### src/rtl/load_store_unit_pkg.sv
// Shared core definitions for the memory-access stage: instruction kinds,
// operand/register widths and load/store classification helpers.
package load_store_unit_pkg;

    localparam int OPERAND_WIDTH             = 32;
    localparam int REGISTER_DESCRIPTOR_WIDTH = 5;

    typedef enum logic [3:0] {
        KIND_ALU = 4'd0,
        KIND_LB  = 4'd1,
        KIND_LH  = 4'd2,
        KIND_LW  = 4'd3,
        KIND_LBU = 4'd4,
        KIND_LHU = 4'd5,
        KIND_SB  = 4'd6,
        KIND_SH  = 4'd7,
        KIND_SW  = 4'd8
    } instr_kind_t;

    function automatic logic is_load(input instr_kind_t kind);
        return kind inside {KIND_LB, KIND_LH, KIND_LW, KIND_LBU, KIND_LHU};
    endfunction

    function automatic logic is_store(input instr_kind_t kind);
        return kind inside {KIND_SB, KIND_SH, KIND_SW};
    endfunction

    // Halfword accesses need an even address, word accesses a 4-byte aligned one.
    function automatic logic is_misaligned(input instr_kind_t kind, input logic [1:0] addr_lo);
        case (kind)
            KIND_LH, KIND_LHU, KIND_SH: return addr_lo[0];
            KIND_LW, KIND_SW:           return addr_lo != 2'b00;
            default:                    return 1'b0;
        endcase
    endfunction

endpackage

### src/rtl/load_store_unit_load_extend.sv
// Selects the addressed byte/half/word lane of a read word and sign- or
// zero-extends it according to the load kind.
module load_store_unit_load_extend
    import load_store_unit_pkg::*;
(
    input  logic [OPERAND_WIDTH-1:0] read_word,
    input  logic [1:0]               addr_lo,
    input  instr_kind_t              kind,
    output logic [OPERAND_WIDTH-1:0] extended
);

    logic [7:0]  w_byte;
    logic [15:0] w_half;

    always_comb begin
        case (addr_lo)
            2'd0:    w_byte = read_word[7:0];
            2'd1:    w_byte = read_word[15:8];
            2'd2:    w_byte = read_word[23:16];
            default: w_byte = read_word[31:24];
        endcase
    end

    assign w_half = addr_lo[1] ? read_word[31:16] : read_word[15:0];

    always_comb begin
        case (kind)
            KIND_LB:  extended = {{24{w_byte[7]}}, w_byte};
            KIND_LBU: extended = {24'd0, w_byte};
            KIND_LH:  extended = {{16{w_half[15]}}, w_half};
            KIND_LHU: extended = {16'd0, w_half};
            default:  extended = read_word;
        endcase
    end

endmodule

### src/rtl/load_store_unit.sv
// Memory-access stage: issues loads/stores to a single-port data memory and
// registers the write-back value behind a valid/stall handshake.
module load_store_unit
    import load_store_unit_pkg::*;
#(
    parameter int ADDR_WIDTH = 32
) (
    input  logic                                 clk,
    input  logic                                 rst,
    input  logic                                 valid_input,
    input  logic                                 stall_input,
    input  instr_kind_t                          instr_kind,
    input  logic [OPERAND_WIDTH-1:0]             address,
    input  logic [OPERAND_WIDTH-1:0]             store_data,
    input  logic [REGISTER_DESCRIPTOR_WIDTH-1:0] rd_addr_input,
    input  logic                                 write_register_input,
    output logic [ADDR_WIDTH-1:0]                dmem_addr,
    output logic                                 dmem_write_enable,
    output logic [3:0]                           dmem_byte_enable,
    output logic [31:0]                          dmem_write_data,
    input  logic [31:0]                          dmem_read_data,
    output logic                                 valid_output,
    output logic                                 stall_output,
    output logic [OPERAND_WIDTH-1:0]             result,
    output logic [REGISTER_DESCRIPTOR_WIDTH-1:0] rd_addr_output,
    output logic                                 write_register_output,
    output logic                                 misaligned,
    output logic [1:0]                           dbg_state
);

    localparam logic [1:0] ST_IDLE      = 2'd0;
    localparam logic [1:0] ST_LOAD_WAIT = 2'd1;
    localparam logic [1:0] ST_HOLD      = 2'd2;

    // Handshake: an instruction is taken when valid_input && !stall_output; a
    // result is consumed in any cycle valid_output && !stall_input.
    logic [1:0]                           r_state;
    logic                                 r_valid;
    logic                                 r_wr;
    logic                                 r_mis;
    logic [OPERAND_WIDTH-1:0]             r_result;
    logic [REGISTER_DESCRIPTOR_WIDTH-1:0] r_rd;
    logic [1:0]                           r_ld_lo;
    instr_kind_t                          r_ld_kind;
    logic [REGISTER_DESCRIPTOR_WIDTH-1:0] r_ld_rd;
    logic                                 r_ld_wr;

    logic                     w_hold;
    logic                     w_accept;
    logic                     w_mis;
    logic                     w_load;
    logic                     w_store;
    logic [3:0]               w_be;
    logic [31:0]              w_wd;
    logic [OPERAND_WIDTH-1:0] w_load_value;

    assign w_hold       = r_valid && stall_input;
    assign stall_output = (r_state == ST_LOAD_WAIT) || w_hold;
    // rst gates the accept so no memory strobe escapes while reset is held.
    assign w_accept     = rst && valid_input && !stall_output;
    assign w_mis        = is_misaligned(instr_kind, address[1:0]);
    assign w_load       = w_accept && is_load(instr_kind) && !w_mis;
    assign w_store      = w_accept && is_store(instr_kind) && !w_mis;

    always_comb begin
        w_be = 4'b0000;
        w_wd = 32'd0;
        if (w_store) begin
            case (instr_kind)
                KIND_SB: begin
                    w_be = 4'b0001 << address[1:0];
                    w_wd = {4{store_data[7:0]}};
                end
                KIND_SH: begin
                    w_be = 4'b0011 << address[1:0];
                    w_wd = {2{store_data[15:0]}};
                end
                default: begin
                    w_be = 4'b1111;
                    w_wd = store_data;
                end
            endcase
        end
    end

    assign dmem_addr         = (w_load || w_store) ? {address[ADDR_WIDTH-1:2], 2'b00} : '0;
    assign dmem_write_enable = w_store;
    assign dmem_byte_enable  = w_be;
    assign dmem_write_data   = w_wd;

    load_store_unit_load_extend u_load_extend (
        .read_word (dmem_read_data),
        .addr_lo   (r_ld_lo),
        .kind      (r_ld_kind),
        .extended  (w_load_value)
    );

    always_ff @(posedge clk or negedge rst) begin
        if (!rst) begin
            r_state   <= ST_IDLE;
            r_valid   <= 1'b0;
            r_wr      <= 1'b0;
            r_mis     <= 1'b0;
            r_result  <= '0;
            r_rd      <= '0;
            r_ld_lo   <= 2'b00;
            r_ld_kind <= KIND_ALU;
            r_ld_rd   <= '0;
            r_ld_wr   <= 1'b0;
        end else begin
            case (r_state)
                ST_LOAD_WAIT: begin
                    r_valid  <= 1'b1;
                    r_result <= w_load_value;
                    r_rd     <= r_ld_rd;
                    r_wr     <= r_ld_wr;
                    r_mis    <= 1'b0;
                    r_state  <= ST_IDLE;
                end
                default: begin
                    if (w_hold) begin
                        r_state <= ST_HOLD;
                    end else begin
                        r_state <= ST_IDLE;
                        r_valid <= 1'b0;
                        if (w_load) begin
                            r_state   <= ST_LOAD_WAIT;
                            r_ld_lo   <= address[1:0];
                            r_ld_kind <= instr_kind;
                            r_ld_rd   <= rd_addr_input;
                            r_ld_wr   <= write_register_input;
                        end else if (w_accept) begin
                            // Stores and faulting accesses complete here without writing rd.
                            r_valid  <= 1'b1;
                            r_result <= address;
                            r_rd     <= rd_addr_input;
                            r_wr     <= write_register_input && !is_store(instr_kind) && !w_mis;
                            r_mis    <= w_mis;
                        end
                    end
                end
            endcase
        end
    end

    assign valid_output          = r_valid;
    assign result                = r_result;
    assign rd_addr_output        = r_rd;
    assign write_register_output = r_wr;
    assign misaligned            = r_mis;
    assign dbg_state             = r_state;

endmodule

### config.mk
export PLATFORM = sky130hd
export DESIGN_NAME = load_store_unit
export DESIGN_NICKNAME = d
export VERILOG_FILES = /design/src/rtl/load_store_unit_pkg.sv /design/src/rtl/load_store_unit_load_extend.sv /design/src/rtl/load_store_unit.sv
export SDC_FILE = /design/constraint.sdc
export NUM_CORES = 1
export LEC_CHECK = 0
export CORE_MARGIN = 5
export CORE_UTILIZATION = 39
export DETAILED_ROUTE_END_ITERATION = 7
export GPL_TIMING_DRIVEN = 0
export PLACE_DENSITY = 0.81
export SYNTH_ARGS = -nofsm -noshare
export SYNTH_HDL_FRONTEND = slang
export SYNTH_SLANG_ARGS = --single-unit
export TNS_END_PERCENT = 5
### constraint.sdc
create_clock -name clk -period 3.2 [get_ports clk]
set_input_delay 0.64 -clock clk [delete_from_list [all_inputs] [get_ports clk]]
set_output_delay 0.64 -clock clk [all_outputs]
set_load 0.02 [all_outputs]
# After elaboration in Yosys (flattened, before gate mapping)
# Index checks and enable logic that the tools add are counted.
# totals
reg_bits	54
in_bits	110
output_inout_bits	112
elab_cells	86
# op_classes
n_eq_ne	17
n_shift	2
mux	32
bitwise	2
n_reduce_logical	23
# op_table
cell	count
32-bit two-way mux	6
32-bit one-hot mux with 4 select lines	1
32-bit one-hot mux with 2 select lines	1
4-bit by 3-bit == test with 1-bit output (second input constant)	6
8-bit one-hot mux with 3 select lines	1
5-bit two-way mux	4
16-bit two-way mux	1
1-bit two-way mux	13
4-bit by 2-bit == test with 1-bit output (second input constant)	3
1-bit logical AND	9
4-bit by 1-bit == test with 1-bit output (second input constant)	2
4-bit one-hot mux with 2 select lines	1
3-bit AND reduction	2
5-bit nonzero test	1
2-bit by 1-bit == test with 1-bit output (second input constant)	2
4-bit == test (second input constant)	1
2-bit two-way mux	2
4-bit two-way mux	1
2-bit by 1-bit inequality test with 1-bit output (second input constant)	2
2-bit nonzero test	2
1-bit by 2-bit left shift with 4-bit output (first input constant)	1
2-bit by 2-bit left shift with 4-bit output (first input constant)	1
1-bit zero test	3
3-bit nonzero test	1
7 further kinds	9

# Logic depth before layout (Yosys ltp)
# Gate-level depths: netlist (run 1).
# logic_depth
depth_word	9
ltp_mapped	8
ltp_nobuf	6

# Hierarchy
# From an unflattened synthesis (run 1), not the netlist that was laid out.
# hier_totals
cells_unflattened	492
area_unflattened_um2	4291.6
# modules_own_cells
module	n_inst	cells_per_inst	area_per_inst_um2	seq_area_each_um2
load_store_unit	1	399	3470.8	1351.3
load_store_unit_load_extend	1	93	820.8	0.0

# Worst setup path after synthesis (run 1)
# OpenSTA, ideal clock, no wires.
# synth_timing
path_kind	input-to-output
start	input port instr_kind[1]
end	output port dmem_byte_enable[1]
arrival_ns	2.309
t_required_ns	2.560
path_slack_ns	0.251
cell_stages	8
n_path_buf	3
path_cell_list	clkbuf_1 -> inv_1 -> nor2_1 -> a32oi_1 -> nand2b_1 -> clkbuf_1 -> clkbuf_1 -> a21oi_1
# synth_via
elab_chain_len	6
word_cells_on_any_way	15
cone_classes	eq/ne (6); mux (3); reduce/logical (6)
# synth_rtl
element	line_no	rtl
from (decl)	load_store_unit.sv:12	input instr_kind_t instr_kind,
4-bit by 2-bit == test with 1-bit output (tied with other cells)	load_store_unit_pkg.sv:30	case (kind)
3-bit OR reduction or 2-bit OR reduction (tied branches)	load_store_unit_pkg.sv:30	
1-bit one-hot mux with 2 select lines	load_store_unit_pkg.sv:30	
1-bit zero test	load_store_unit.sv:63	assign w_store = w_accept && is_store(instr_kind) && !w_mis;
1-bit logical AND	load_store_unit.sv:63	
4-bit two-way mux *	load_store_unit.sv:68	if (w_store) begin
to (decl)	load_store_unit.sv:19	output logic [3:0] dmem_byte_enable,
# Every way passes the cells marked *; elsewhere a longest branch is shown, timed or not.

# Worst setup path after layout (run 1)
# layout_timing
start	input port address[0]
end	output port dmem_write_data[8]
# layout_via
elab_chain_len	5
# layout_rtl
element	line_no	rtl
from (decl)	load_store_unit.sv:13	input logic [OPERAND_WIDTH-1:0] address,
2-bit nonzero test	load_store_unit_pkg.sv:32	KIND_LW, KIND_SW: return addr_lo != 2'b00;
1-bit one-hot mux with 2 select lines *	load_store_unit_pkg.sv:30	
1-bit zero test *	load_store_unit.sv:63	
1-bit logical AND *	load_store_unit.sv:63	
32-bit two-way mux *	load_store_unit.sv:68	
to (decl)	load_store_unit.sv:20	output logic [31:0] dmem_write_data,
# Marked as above.

==> results of run 1 <==
## timing repair
| item | in CTS | in global routing |
|---|---|---|
| setup endpoints to repair | 67 | 42 |
| gates resized for setup | 93 | 33 |
| setup buffers | 2 | 0 |
| pin swaps | 2 | 0 |
## worst paths after layout
kind,end,slack [ps],cells past startpoint
worst max-delay path,dmem_write_data[8],40,8
worst min-delay path,result[29],240,1
worst max register to register,result[28],750,8
worst min register to register,r_ld_rd[2],510,1
max in group asynchronous,result[10],2470,2
min in group clk,r_ld_rd[2],510,1
## synthesized netlist by cell type, types with 2 or more instances
library cell  instances
nand2_1              60
a21oi_1              54
dfrtp_1              54
and2_1               38
nor2_1               37
mux2i_1              28
clkbuf_1             27
mux2_2               19
o21ai_0              17
a211oi_1             15
a22o_1               10
mux2_4               10
a31oi_1               7
mux4_2                7
nor3_1                7
o221ai_1              7
buf_2                 5
inv_1                 5
buf_4                 3
buf_6                 3
nand2b_1              3
nand3_1               3
o21a_1                3
or2_2                 3
buf_1                 2
nor4b_1               2
## layer usage
metal  routed length [um]  up-vias  GRT usage [%]
met5                    0        -              0
met4                  470        0           8.29
met3                 1230       45           5.14
met2                 8100      233           43.1
met1                 6320     2152           31.3
li1                     -     2056              -
## where the power goes
group / switching (mW) / internal [mW] / total [mW]
registers: 0.119 / 0.871 / 0.990
logic: 0.794 / 0.774 / 1.57
clock network: 0.234 / 0.234 / 0.468
total: 1.15 / 1.88 / 3.03
## cell families after synthesis
kind of cell	Yosys count	share of synthesized area [%]
and+or+nand+nor	161	19.5
AOI/OAI and AO/OA	122	19.6
muxes	65	21.0
DFF	54	34.3
buffers and inverters	45	5.30
xor gates and xnor gates	1	0.222
other	1	0.0951
## per-stage QoR
stage / total power [mW] / TNS (ps) / hold slack, ps / std cells / setup WS (ps)
after global routing: 3.18 / -436 / 267 / 809 / -51.5
after CTS: 3.02 / -16.4 / 318 / 809 / -6.52
after floorplan: 1.87 / 0 / 344 / 450 / 251
final: 3.03 / 0 / 242 / 809 / 38.1
after detailed placement: 2.56 / -62820 / 492 / 799 / -1100
after global placement: 2.50 / -229680 / 475 / 798 / -2460
## layout by cell type, fill, tap and decap left out, types with 10 or more instances in the layout
cell / instances
mux2_2: 19
clkdlybuf4s50_1: 149
mux2_4: 10
dlygate4sd2_1: 49
nor2_1: 35
a21oi_1: 53
dfrtp_1: 54
o21ai_0: 17
nand2_1: 60
a22o_1: 10
and2_1: 38
clkbuf_1: 20
clkbuf_2: 14
a211oi_1: 15
mux2i_1: 28
## state kept, by name (all words and copies together), names as in the netlist
register               count
r_ld_kind                  4
valid_output               1
r_ld_wr                    1
result                    32
dbg_state                  2
write_register_output      1
rd_addr_output             5
r_ld_lo                    2
misaligned                 1
r_ld_rd                    5
## final cells by class
cell class,count,area [um^2]
fill,858,3460
multi-input combinational,351,2420
timing repair buffer,218,2060
sequential,54,1350
buffer,40,230
tap,133,166
clock buffer,6,72.6
clock inverter,2,37.5
inverter,5,18.8
## worst max-delay path: stages
cell and delay, ps:
clkbuf_1 340, nor2_1 150, a32oi_1 320, nand2b_1 220, clkbuf_4 230, clkbuf_4 230, a21oi_1 60, dlygate4sd2_1 330
==> flow_metrics.env, run 1 <==
export IMPL_cts_tree="built"
export IMPL_antenna_cells=0
export IMPL_synth_seq_area_share_pct=34.3
export IMPL_grt_usage_pct=25.0
export IMPL_worst_slew_pin_slew_ps=812
export IMPL_grt_overflow_total=0
export IMPL_ys_warnings_count=0
export IMPL_yosys_top_cells_area="dfrtp_1 34%, mux2i_1 7.1%, a21oi_1 6.9%"
export IMPL_worstPathRequired_ps=2560
export IMPL_crit_path_start_kind="primary input"
export IMPL_numClockSinks=54
export IMPL_io_pins=222
export IMPL_die_area_um2=12200
export IMPL_async_flop_share_pct=100
export IMPL_grt_max_degree=32
export IMPL_cp_max_fo=10
export IMPL_port_buffers=215
export IMPL_final_nets=785
export IMPL_chipHeight_um=111
export IMPL_initial_core_util_pct=40.1
export IMPL_status="finished clean"
export IMPL_dp_hpwl_um=13000
export IMPL_ant_nets=0
export IMPL_ys_ff_latch=54
export IMPL_clock_latency_ps=320
export IMPL_finalHoldViolCount=0
export IMPL_grt_pass1_vias=4508
export IMPL_fin_crit_ps=3160
export IMPL_synth_top_area_share_pct=34.3
export IMPL_setup_viol=0
export IMPL_vias=4486
export IMPL_place_gp_congestion=0.853
export IMPL_hp_class="primary input to asynchronous set/reset pin"
export IMPL_clk_transition_reported_paths_ps=100
export IMPL_postCtsHoldBufs=0
export IMPL_antenna_found_initial=0
export IMPL_slew_limit_headroom_pct=45.4
export IMPL_synth_edf_count=0
export IMPL_avgSynthCellArea_um2=8.78
export IMPL_finClkSkew_ps=9.81
export IMPL_synth_area_um2=3940
export IMPL_placedInstanceArea_um2=6280
export IMPL_syn_to_final_growth_pct=61.3
export IMPL_grt_pass1_wl_um=25000
export IMPL_period_share_pct=98.8
export IMPL_die_w_um=111
export IMPL_rows=36
export IMPL_wirelength_um=16100
export IMPL_critPathLaunch="address[0]"
export IMPL_peakVddDrop_v=0.000270
export IMPL_power_density_nw_per_um2=476
export IMPL_max_freq_mhz=316
export IMPL_power_leakage_nw=2.83
export IMPL_first_pass_iters=5
export IMPL_cap_violations=0
export IMPL_cts_inserted_buffers=5
export IMPL_rsz0062_at_grt="true"
export IMPL_fin_util_pct=64.8
export IMPL_critical_path_class="primary input to output port"
export IMPL_cts_max_level=2
export IMPL_drive_gt1_share_pct=13.6
export IMPL_synthDistinctLibCells=46
export IMPL_wl_per_cell_um=19.9
export IMPL_syn_inst=449
export IMPL_synth_top_area_cell="dfrtp_1"
export IMPL_fin_area_um2=6360
export IMPL_coreArea_um2=9820
export IMPL_maxSlewViolCount=0
export IMPL_drc=0
export IMPL_setup_worst_path_end_class="output port"
export IMPL_worstPathArrival_ps=2520
export IMPL_clk_path_buf_depth=2
export IMPL_root_buffer="clkbuf_8"
export IMPL_r2r_start="r_ld_lo[1]"
export IMPL_ys_flop_type="dfrtp_1"
export IMPL_viasPerCell=5.55
export IMPL_drtIter0Drc=302
(Power assumes the default switching activity.)
==> run 2, diff against run 1 <==
CAP_MARGIN = 25   (was default)
==> run 2 against run 1 <==
Combinational power about the same. Die area unchanged. Via count unchanged. Flip-flop and latch count unchanged. Critical path type unchanged. Wire length unchanged. Clock-buffer cell count unchanged. Largest cell class unchanged. Utilization unchanged. Total power unchanged. Clock skew unchanged. Largest power group unchanged. Non-clock buffer count unchanged. Clock power about the same.
==> flow_metrics.env, run 2 (synthesis gave the netlist of run 1 again) <==
export IMPL_status="finished clean"
export IMPL_crit_chain="clkbuf_1, nor2_1, a32oi_1, nand2b_1, clkbuf_4, clkbuf_4, a21oi_1, dlygate4sd2_1"
export IMPL_clk_path_buf_depth=2
export IMPL_cts_max_level=2
export IMPL_ant_nets=0
export IMPL_setup_worst_path_end_class="output port"
export IMPL_coreArea_um2=9820
export IMPL_numClockSinks=54
export IMPL_final_nets=785
export IMPL_critPathLaunch="address[0]"
export IMPL_peakVddDrop_v=0.000270
export IMPL_drc=0
export IMPL_fin_util_pct=64.8
export IMPL_final_cell_mix="149 x clkdlybuf4s50_1, 60 x nand2_1, 54 x dfrtp_1"
export IMPL_clk_transition_reported_paths_ps=100
export IMPL_fin_area_um2=6360
export IMPL_rsz0062_at_grt="true"
export IMPL_wirelength_um=16100
export IMPL_worst_slew_pin_slew_ps=812
export IMPL_cts_tree="built"
export IMPL_grt_max_degree=32
export IMPL_cpMaxStageDelayCell="clkbuf_1"
export IMPL_wl_per_cell_um=19.9
export IMPL_max_freq_mhz=316
export IMPL_critical_path_class="primary input to output port"
export IMPL_place_gp_congestion=0.853
export IMPL_power_density_nw_per_um2=476
export IMPL_setup_tns_ps=0
export IMPL_postCtsHoldBufs=0
export IMPL_finClkSkew_ps=9.81
export IMPL_critPathBufInv=4
export IMPL_r2r_start="r_ld_lo[1]"
export IMPL_vias=4486
export IMPL_slew_limit_headroom_pct=45.4
export IMPL_hp_class="primary input to asynchronous set/reset pin"
export IMPL_crit_top_cell="clkbuf_4"
export IMPL_fin_crit_ps=3160
export IMPL_critPathTopFamily="buffers and inverters"
export IMPL_grt_usage_pct=25.0
export IMPL_max_stage_delay_ps=340
export IMPL_syn_to_final_growth_pct=61.3
export IMPL_whs_ps=242
export IMPL_cap_violations=0
export IMPL_cp_max_fo=10
export IMPL_setup_viol=0
export IMPL_drtIter0Drc=302
export IMPL_r2r_slack_ps=750
export IMPL_die_w_um=111
export IMPL_cts_inserted_buffers=5
export IMPL_worst_r2r_path_depth=8
export IMPL_crit_path_start_kind="primary input"
export IMPL_io_pins=222
export IMPL_grt_overflow_total=0
export IMPL_clock_latency_ps=320
export IMPL_placedInstanceArea_um2=6280
export IMPL_final_common_cell="clkdlybuf4s50_1"
export IMPL_first_pass_iters=5
export IMPL_finalHoldViolCount=0
export IMPL_dp_hpwl_um=13000
export IMPL_worstPathRequired_ps=2560
export IMPL_worstPathArrival_ps=2520
export IMPL_p_total_mw=3.03
export IMPL_chipHeight_um=111
export IMPL_power_leakage_nw=2.83
export IMPL_fill_cells=858
export IMPL_antenna_cells=0
export IMPL_grt_pass1_vias=4508
export IMPL_root_buffer="clkbuf_8"
export IMPL_initial_core_util_pct=40.1
export IMPL_grt_pass1_wl_um=25000
export IMPL_r2r_end="result[28]"
export IMPL_die_area_um2=12200
export IMPL_largest_reg_flops=32
export IMPL_port_buffers=215
export IMPL_rows=36
export IMPL_antenna_found_initial=0
export IMPL_period_share_pct=98.8
export IMPL_maxSlewViolCount=0
export IMPL_viasPerCell=5.55
export IMPL_drive_gt1_share_pct=13.6
-- run 2: final cells by class --
type / instances / area [um^2] / share of cell area (%)
inverters: 5 / 18.8 / 0.295
clock buffers: 6 / 72.6 / 1.14
plain buffers: 40 / 230 / 3.62
flip-flops and latches: 54 / 1350 / 21.3
repair buffers: 218 / 2060 / 32.4
well taps: 133 / 166 / 2.62
multi-input cells: 351 / 2420 / 38.1
clock inverters: 2 / 37.5 / 0.590
-- run 2: worst max-delay path by stage --
stage                                     end  slack [ps]  cells after the start
final                      dmem_write_data[8]          40                      8
after global routing      dmem_byte_enable[0]         -50                      8
after CTS                  dmem_write_data[1]          -7                      8
after detailed placement        dmem_addr[19]       -1100                      8
after global placement          dmem_addr[15]       -2460                      6
after floorplan           dmem_byte_enable[1]         250                      8
-- run 2: metal layers --
| layer | GRT usage [%] | vias to the layer above | routed length [um] |
|---|---|---|---|
| met3 | 5.14 | 45 | 1230 |
| met4 | 8.29 | 0 | 470 |
| met5 | 0 | - | 0 |
| li1 | - | 2056 | - |
| met2 | 43.1 | 233 | 8100 |
| met1 | 31.3 | 2152 | 6320 |
-- run 2: repair_timing --
item,CTS,global route
endpoints found under the setup margin,67,42
pin swaps,2,0
hold endpoints to repair,0,0
gates resized for setup,93,33
gates cloned,0,0
buffers inserted,2,0
-- run 2: stage by stage --
stage | cells | setup WS [ps]
6_report | 809 | 38.1
5_1_grt | 809 | -51.5
4_1_cts | 809 | -6.52
3_5_place_dp | 799 | -1100
3_3_place_gp | 798 | -2460
2_1_floorplan | 450 | 251
-- run 2: power by group --
part	total (mW)	internal, mW	switching [mW]	leakage, nW
registers	0.990	0.871	0.119	0.643
logic	1.57	0.774	0.794	2.13
clock network	0.468	0.234	0.234	0.0514
